File: src/rtl/m_inport_fifo.sv
// m_inport_fifo
//   Picoblaze input-port peripheral. Buffers bytes from an external producer
//   in a small FIFO. It presents the FIFO head (data register at BASE) and a
//   status byte (at BASE+1) on a registered in_port. An INPUT from the data
//   register pops the FIFO. A non-empty FIFO raises irq.
//
//   Ports
//     clk          system clock, rising edge
//     rst_n        asynchronous reset, active low
//     port_id      Picoblaze port address
//     read_strobe  Picoblaze INPUT strobe (one cycle)
//     in_port      registered read data; 8'h00 when not addressed
//     in_data      producer data
//     in_valid     producer offers in_data this cycle
//     in_ready     FIFO not full (combinational)
//     irq          FIFO not empty (registered)
//
//   Status byte: {LVL[3:0], UNF, OVF, full, empty}. LVL is the count saturated
//   at 15. OVF and UNF are sticky. A status INPUT clears both flags, unless a
//   new event occurs in the same cycle.
module m_inport_fifo #(
    parameter int unsigned WIDTH      = 8,
    parameter int unsigned DEPTH_LOG2 = 4,
    parameter logic [7:0]  BASE       = 8'h00
) (
    input  logic             clk,
    input  logic             rst_n,
    input  logic [7:0]       port_id,
    input  logic             read_strobe,
    output logic [7:0]       in_port,
    input  logic [WIDTH-1:0] in_data,
    input  logic             in_valid,
    output logic             in_ready,
    output logic             irq
);

    localparam int unsigned          DEPTH    = 1 << DEPTH_LOG2;
    localparam logic [7:0]           STAT_ID  = BASE + 8'd1;
    localparam logic [DEPTH_LOG2:0]  FULL_CNT = (DEPTH_LOG2+1)'(DEPTH);
    localparam logic [DEPTH_LOG2:0]  CNT_ONE  = 1;
    localparam logic [DEPTH_LOG2-1:0] PTR_ONE = 1;

    logic [WIDTH-1:0]      mem_q [DEPTH];
    logic [DEPTH_LOG2-1:0] wr_ptr_q, wr_ptr_d;
    logic [DEPTH_LOG2-1:0] rd_ptr_q, rd_ptr_d;
    logic [DEPTH_LOG2:0]   count_q, count_d;
    logic                  ovf_q, ovf_d;
    logic                  unf_q, unf_d;
    logic [7:0]            in_port_q, in_port_d;
    logic                  irq_q, irq_d;

    logic       full, empty;
    logic       sel_data, sel_stat;
    logic       push, pop;
    logic [7:0] count_ext, head_ext;
    logic [3:0] lvl;

    assign full     = (count_q == FULL_CNT);
    assign empty    = (count_q == '0);
    assign sel_data = (port_id == BASE);
    assign sel_stat = (port_id == STAT_ID);
    assign push     = in_valid & ~full;
    assign pop      = read_strobe & sel_data & ~empty;

    assign count_ext = 8'(count_q);
    assign head_ext  = 8'(mem_q[rd_ptr_q]);
    assign lvl       = (count_ext > 8'd15) ? 4'hF : count_ext[3:0];

    always_comb begin
        wr_ptr_d = push ? wr_ptr_q + PTR_ONE : wr_ptr_q;
        rd_ptr_d = pop  ? rd_ptr_q + PTR_ONE : rd_ptr_q;

        count_d = count_q;
        if (push && !pop)      count_d = count_q + CNT_ONE;
        else if (pop && !push) count_d = count_q - CNT_ONE;

        // A fresh event in the same cycle as a status read keeps the flag set.
        ovf_d = (in_valid & full) | (ovf_q & ~(read_strobe & sel_stat));
        unf_d = (read_strobe & sel_data & empty) | (unf_q & ~(read_strobe & sel_stat));

        irq_d = (count_d != '0);

        // Read data and status come from the state before this cycle's update.
        in_port_d = 8'h00;
        if (sel_data)      in_port_d = empty ? 8'h00 : head_ext;
        else if (sel_stat) in_port_d = {lvl, unf_q, ovf_q, full, empty};
    end

    always_ff @(posedge clk or negedge rst_n) begin
        if (!rst_n) begin
            wr_ptr_q  <= '0;
            rd_ptr_q  <= '0;
            count_q   <= '0;
            ovf_q     <= 1'b0;
            unf_q     <= 1'b0;
            in_port_q <= 8'h00;
            irq_q     <= 1'b0;
        end else begin
            wr_ptr_q  <= wr_ptr_d;
            rd_ptr_q  <= rd_ptr_d;
            count_q   <= count_d;
            ovf_q     <= ovf_d;
            unf_q     <= unf_d;
            in_port_q <= in_port_d;
            irq_q     <= irq_d;
        end
    end

    // Storage has no reset; the pointers and count define what is valid.
    always_ff @(posedge clk) begin
        if (push) mem_q[wr_ptr_q] <= in_data;
    end

    assign in_port  = in_port_q;
    assign in_ready = ~full;
    assign irq      = irq_q;

endmodule
File: config.mk
export PLATFORM = sky130hd
export DESIGN_NAME = m_inport_fifo
export DESIGN_NICKNAME = d
export VERILOG_FILES = /design/src/rtl/m_inport_fifo.sv
export SDC_FILE = /design/constraint.sdc
export NUM_CORES = 1
export LEC_CHECK = 0
export BUFFER_PORTS_ARGS = -buffer_cell sky130_fd_sc_hd__buf_4
export CAP_MARGIN = 20
export CORE_MARGIN = 2
export CORE_UTILIZATION = 50
export DETAILED_ROUTE_END_ITERATION = 7
export PLACE_DENSITY = 0.82
export SETUP_SLACK_MARGIN = 0.02
export SYNTH_ARGS = -nofsm -noshare
export SYNTH_HDL_FRONTEND = slang
export SYNTH_SLANG_ARGS = --single-unit
File: constraint.sdc
create_clock -name clk -period 2.8 [get_ports clk]
set_input_delay 0.56 -clock clk [delete_from_list [all_inputs] [get_ports clk]]
set_output_delay 0.56 -clock clk [all_outputs]
set_load 0.03 [all_outputs]
* Word-level counts from Yosys, hierarchy flattened
Memory sizes are Yosys's and may differ from the RTL's. Index checks and enable logic that the tools add are counted.
Operators by class: magnitude comparators 1, eq/ne operators 2, add/subtract/negate cells 4, multiplexer cells 8, bitwise gates (word level) 13, reduce and logical (&&, ||, !) cells 7
Operator list (count):
- $mux W8 | 3
- $mux W5 | 2
- $add A4 B1 Y4 const B | 2
- $and A1 B1 Y1 | 8
- $eq A8 B1 Y1 const B | 1
- $logic_not A8 Y1 | 1
- $add A5 B1 Y5 const B | 1
- $eq A5 B5 Y1 const B | 1
- $gt A5 B4 Y1 const B | 1
- $logic_not A5 Y1 | 1
- $reduce_bool A5 Y1 | 1
- $sub A5 B1 Y5 const B | 1
- $mux W4 | 1
- $not A1 Y1 | 3
- $logic_and A1 B1 Y1 | 2
- $logic_not A1 Y1 | 2
- $mux W1 | 2
- $or A1 B1 Y1 | 2
Word-level totals: register bits 24, memories 1, RAM bits 128, logic and storage cells 43, output and inout bits 10, input port bits 20
Memory list:
- mem_q | words 16, width 8, read ports 1, clocked after Yosys merged registers in 0, wr ports 1, RTL line 43 | logic [WIDTH-1:0] mem_q [DEPTH];

* Depth between registers and ports, before layout
depth in word-level cells 8, mapped depth 10, gate-level depth less buffers 9

* Least setup slack after synthesis
No wires, ideal clock.
path type flip-flop to flip-flop, start point register count_q[0], end point register irq_q, in the netlist irq, required time 2662 ps, data arrival time 2770 ps, stages on the path, launching flop included 11, slack -109 ps, buffers on the path 1, clock period less this slack 2909 ps, setup time 138 ps, cells stage by stage dfrtp_1 inv_1 ha_1 or3b_2 nor2_1 inv_1 and2_1 clkbuf_8 xnor2_1 a221o_1 or4b_1
Between the ends: word-level cells in the longest chain between the ends 8, elaborated cells on any way between the ends 15, those cells by class add/sub (2); eq/ne (1); mux (2); bitwise (4); reduce/logical (6)
RTL lines:
- start, declared | RTL line 46 | logic [DEPTH_LOG2:0] count_q, count_d;
- start signal, assigned | RTL line 101 | count_q <= count_d;
- $eq A5 B5 Y1 * | RTL line 58 | assign full = (count_q == FULL_CNT);
- $not A1 Y1 *
- net in_ready | RTL line 33 | output logic in_ready,
- $and A1 B1 Y1 * | RTL line 62 | assign push = in_valid & ~full;
- $logic_not A1 Y1 | RTL line 75 | else if (pop && !push) count_d = count_q - CNT_ONE;
- $logic_and A1 B1 Y1 | RTL line 75
- $mux W5 | RTL line 75
- $mux W5 * | RTL line 74 | if (push && !pop) count_d = count_q + CNT_ONE;
- net count_d[1] | RTL line 46
- $reduce_bool A5 Y1 * | RTL line 81 | irq_d = (count_d != '0);
- net irq_d | RTL line 50 | logic irq_q, irq_d;
- end signal, assigned | RTL line 105 | irq_q <= irq_d;
- end, declared | RTL line 50
The timed path passes the listed nets; every way through them passes the cells marked *. A chain may end at the register's enable or synchronous reset.

* Final worst setup path
start point register count_q[0], end point memory mem_q[6][3], enable pin
Between the ends: word-level cells in the longest chain between the ends 5
RTL lines:
- $eq A5 B5 Y1 | RTL line 58
- $not A1 Y1 | RTL line 62
- $and A1 B1 Y1 | RTL line 62
- $mux W1 | RTL line 111 | if (push) mem_q[wr_ptr_q] <= in_data;
- $mux W1 (implied by the code) | RTL line 111
- end, declared | RTL line 43
Every way passes these cells.

==> impl_metrics.py <==
metrics = {
    "power_and_ir_drop": {
        "pwr_density_cell_nw_per_um2": 838.5,
        "total_power_uw": 6120,
        "max-vdd-ir-drop_v": 0.0004984,
        "power.leakage_uw": 0.002513,
    },
    "cts": {
        "clk_transition_reported_paths_ps": 60,
        "post_cts_resize_count": 2,
        "h-tree-depth": 4,
        "post_cts_buffers": 0,
        "cts-root-buf": "clkbuf_16",
        "clk-insertion-delay-late_ps": 430,
        "cts_made_buffers": 17,
        "cts_tree": "yes",
        "clockBufferDepth": 2,
        "cts.sinks": 152,
        "hold_buffers": 0,
    },
    "critical_path": {
        "r2r_slack_ps": -10,
        "critPathSlowestCell": "nor2_1",
        "arrival_ps": 2850,
        "critPathBufInv": 3,
        "r2r-start": "count_q[0]$_DFF_PN0_",
        "critical_path_class": "reg -> reg",
        "path_cells": "inv_1 > ha_1 > or3b_2 > nor2_2 > inv_2 > and2_1 > buf_4 > nand2_1 > nor2_1",
        "reg2reg_depth": 9,
        "path_max_fanout": 9,
        "reg2reg_to": "mem_q[6][3]$_DFFE_PP_",
        "slowest_delay_ps": 860,
        "cp.depth": 9,
        "cp_top_family": "simple AND/OR/NAND/NOR gates",
        "cp-start-kind": "flip-flop",
        "required_ps": 2840,
        "cp-end-kind": "flip-flop",
    },
    "synthesis": {
        "synth.distinct_cells": 45,
        "ys.flop_type": "edfxtp_1",
        "yosys_warnings": 0,
        "ys_seq_elements": 152,
        "synth_nets": 349,
        "synthCells": 321,
        "syn_area_sq_um": 6168,
        "yosysSeqAreaShare_pct": 72.05,
        "synth_edf_count": 128,
        "synth-async-reset-ratio_pct": 15.79,
        "synth_area_per_cell_sq_um": 19.22,
    },
    "sta": {
        "layout_setup_ws_ps": -12.86,
        "min_period_ps": 2813,
        "worstMarginPinSlew_ps": 1093,
        "whs_ps": 27.71,
        "skew_ps": 11.75,
        "max_freq_ghz": 0.3555,
        "slew_violations": 0,
        "post-route-period-util_pct": 100.5,
        "setup_viol": 8,
        "slew_headroom_pct": 26.86,
        "hold_viol": 0,
        "rsz0062_at_grt": "true",
    },
    "routing": {
        "dr.pass1.iters": 7,
        "drt_iter0_drc": 331,
        "wl_per_cell_um": 23.16,
        "drc": 0,
        "vias_per_cell": 6.021,
        "via_count": 3197,
        "ant_nets": 0,
        "detail_route.wirelength_um": 12300,
    },
    "placement": {
        "portBuffers": 29,
        "placedCellCount": 499,
        "place_congestion": 0.7780,
        "detailed_place_hpwl_um": 7466,
    },
    "global_routing": {
        "grt_max_degree": 36,
        "overflow": 0,
        "grt_usage_pct": 20.99,
        "antenna_found_initial": 0,
        "grt_pass1_vias": 3389,
        "grt_pass1_wl_um": 19240,
    },
    "floorplan": {
        "initial_utilization_pct": 51.35,
        "dieArea_sq_um": 13240,
        "fp.dieW_um": 115.1,
        "num_rows": 40,
        "coreArea_sq_um": 12010,
        "die_h_um": 115.1,
        "ioPinCount": 30,
    },
    "final_layout": {
        "drive_gt1_share_pct": 35.68,
        "final_cell_mix": "edfxtp_1 (128), buf_4 (47), mux4_2 (40)",
        "num-nets-final": 399,
        "final_common_cell": "edfxtp_1",
        "area_growth_pct": 18.34,
        "antenna_cells": 0,
        "final_cells": 531,
    },
    "status": {
        "status": "finished, violations left",
        "violations": "setup timing",
    },
    "flow_run": {
        "max_cap_viol_count": 0,
    },
    "min_path": {
        "hold_path.class": "in -> async",
    },
}
## power by group
group          switching [uW]  internal, uW
combinational             534           374
sequential                136          2720
clock                     871          1480
total                    1540          4580
## worst reg2reg max path: cells and delay by family, from the launching register on
family	cells	cell delay, ps
fa+ha+maj	1	210
buf+inv	3	370
flops	1	350
simple gates	5	1500
## layout make-up
cell class	instances	area, sq um
multi-input combinational	140	1643
tap	147	183.9
timing repair buffer	48	372.9
sequential	152	4446
fill	857	4712
inverter	12	45.04
clock buffer	19	432.9
clock inverter	13	176.4
## synth_stat cells, types with 2 or more instances
master,n,area (sq um)
a31oi_1,2,12.51
a32o_1,2,20.02
and3_1,2,12.51
buf_1,4,15.01
buf_2,2,10.01
clkbuf_1,9,33.78
dfrtp_1,24,600.6
edfxtp_1,128,3844
ha_1,8,100.1
inv_1,12,45.04
mux2_2,2,22.52
mux4_2,40,900.9
nand2_1,13,48.80
nand2b_1,3,18.77
nand4_1,3,18.77
nor2_1,18,67.56
nor3_1,5,25.02
o21ai_0,9,45.04
or4b_1,2,20.02
xnor2_1,7,61.31
xor2_1,2,17.52
## routing by layer
layer  wire [um]  part of all wire [%]  global-route usage (%)
met1        4887                    40                   26.50
met3        1005                   8.2                   8.171
met5           0                     0                       0
met4         377                   3.1                   9.719
met2        6026                    49                   32.43
## worst max path at each step
stage,from,endpoint,slack [ps]
final,count_q[0]$_DFF_PN0_,mem_q[6][3]$_DFFE_PP_,-10
after global routing,count_q[0]$_DFF_PN0_,mem_q[10][7]$_DFFE_PP_,-150
after CTS,count_q[0]$_DFF_PN0_,mem_q[7][2]$_DFFE_PP_,-10
after detailed placement,port_id[6],irq$_DFF_PN0_,-90
after global placement,port_id[6],irq$_DFF_PN0_,20
after floorplan,count_q[0]$_DFF_PN0_,irq$_DFF_PN0_,30
## cell families (layout without fill, tap and decap cells)
| group | count (synthesis) | count (layout) | synth area share [%] |
|---|---|---|---|
| DFF | 152 | 152 | 72.05 |
| and+or+nand+nor | 56 | 56 | 4.848 |
| muxes | 43 | 43 | 15.13 |
| buffers and inverters | 29 | 92 | 2.089 |
| AOI/OAI and AO/OA | 23 | 23 | 2.617 |
| xor gates and xnor gates | 10 | 10 | 1.643 |
| adders and majority gates | 8 | 8 | 1.623 |
## state kept, by name (all words and copies together) (netlist names)
name and cells:
mem_q 128, in_port 8, count_q 5, rd_ptr_q 4, wr_ptr_q 4, irq 1
ovf_q 1, unf_q 1
## through the flow
stage	worst slack, ps	utilization (%)	setup TNS [ps]	cell area, sq um
final	-12.86	60.77	-52.56	7300
after global routing	-149.4	60.77	-2413	7300
after CTS	-13.57	60.44	-174.0	7259
after detailed placement	-92.55	55.32	-92.55	6645
after global placement	15.69	55.32	0	6645
after floorplan	28.51	-	0	6171
(Power assumes the default switching activity.)
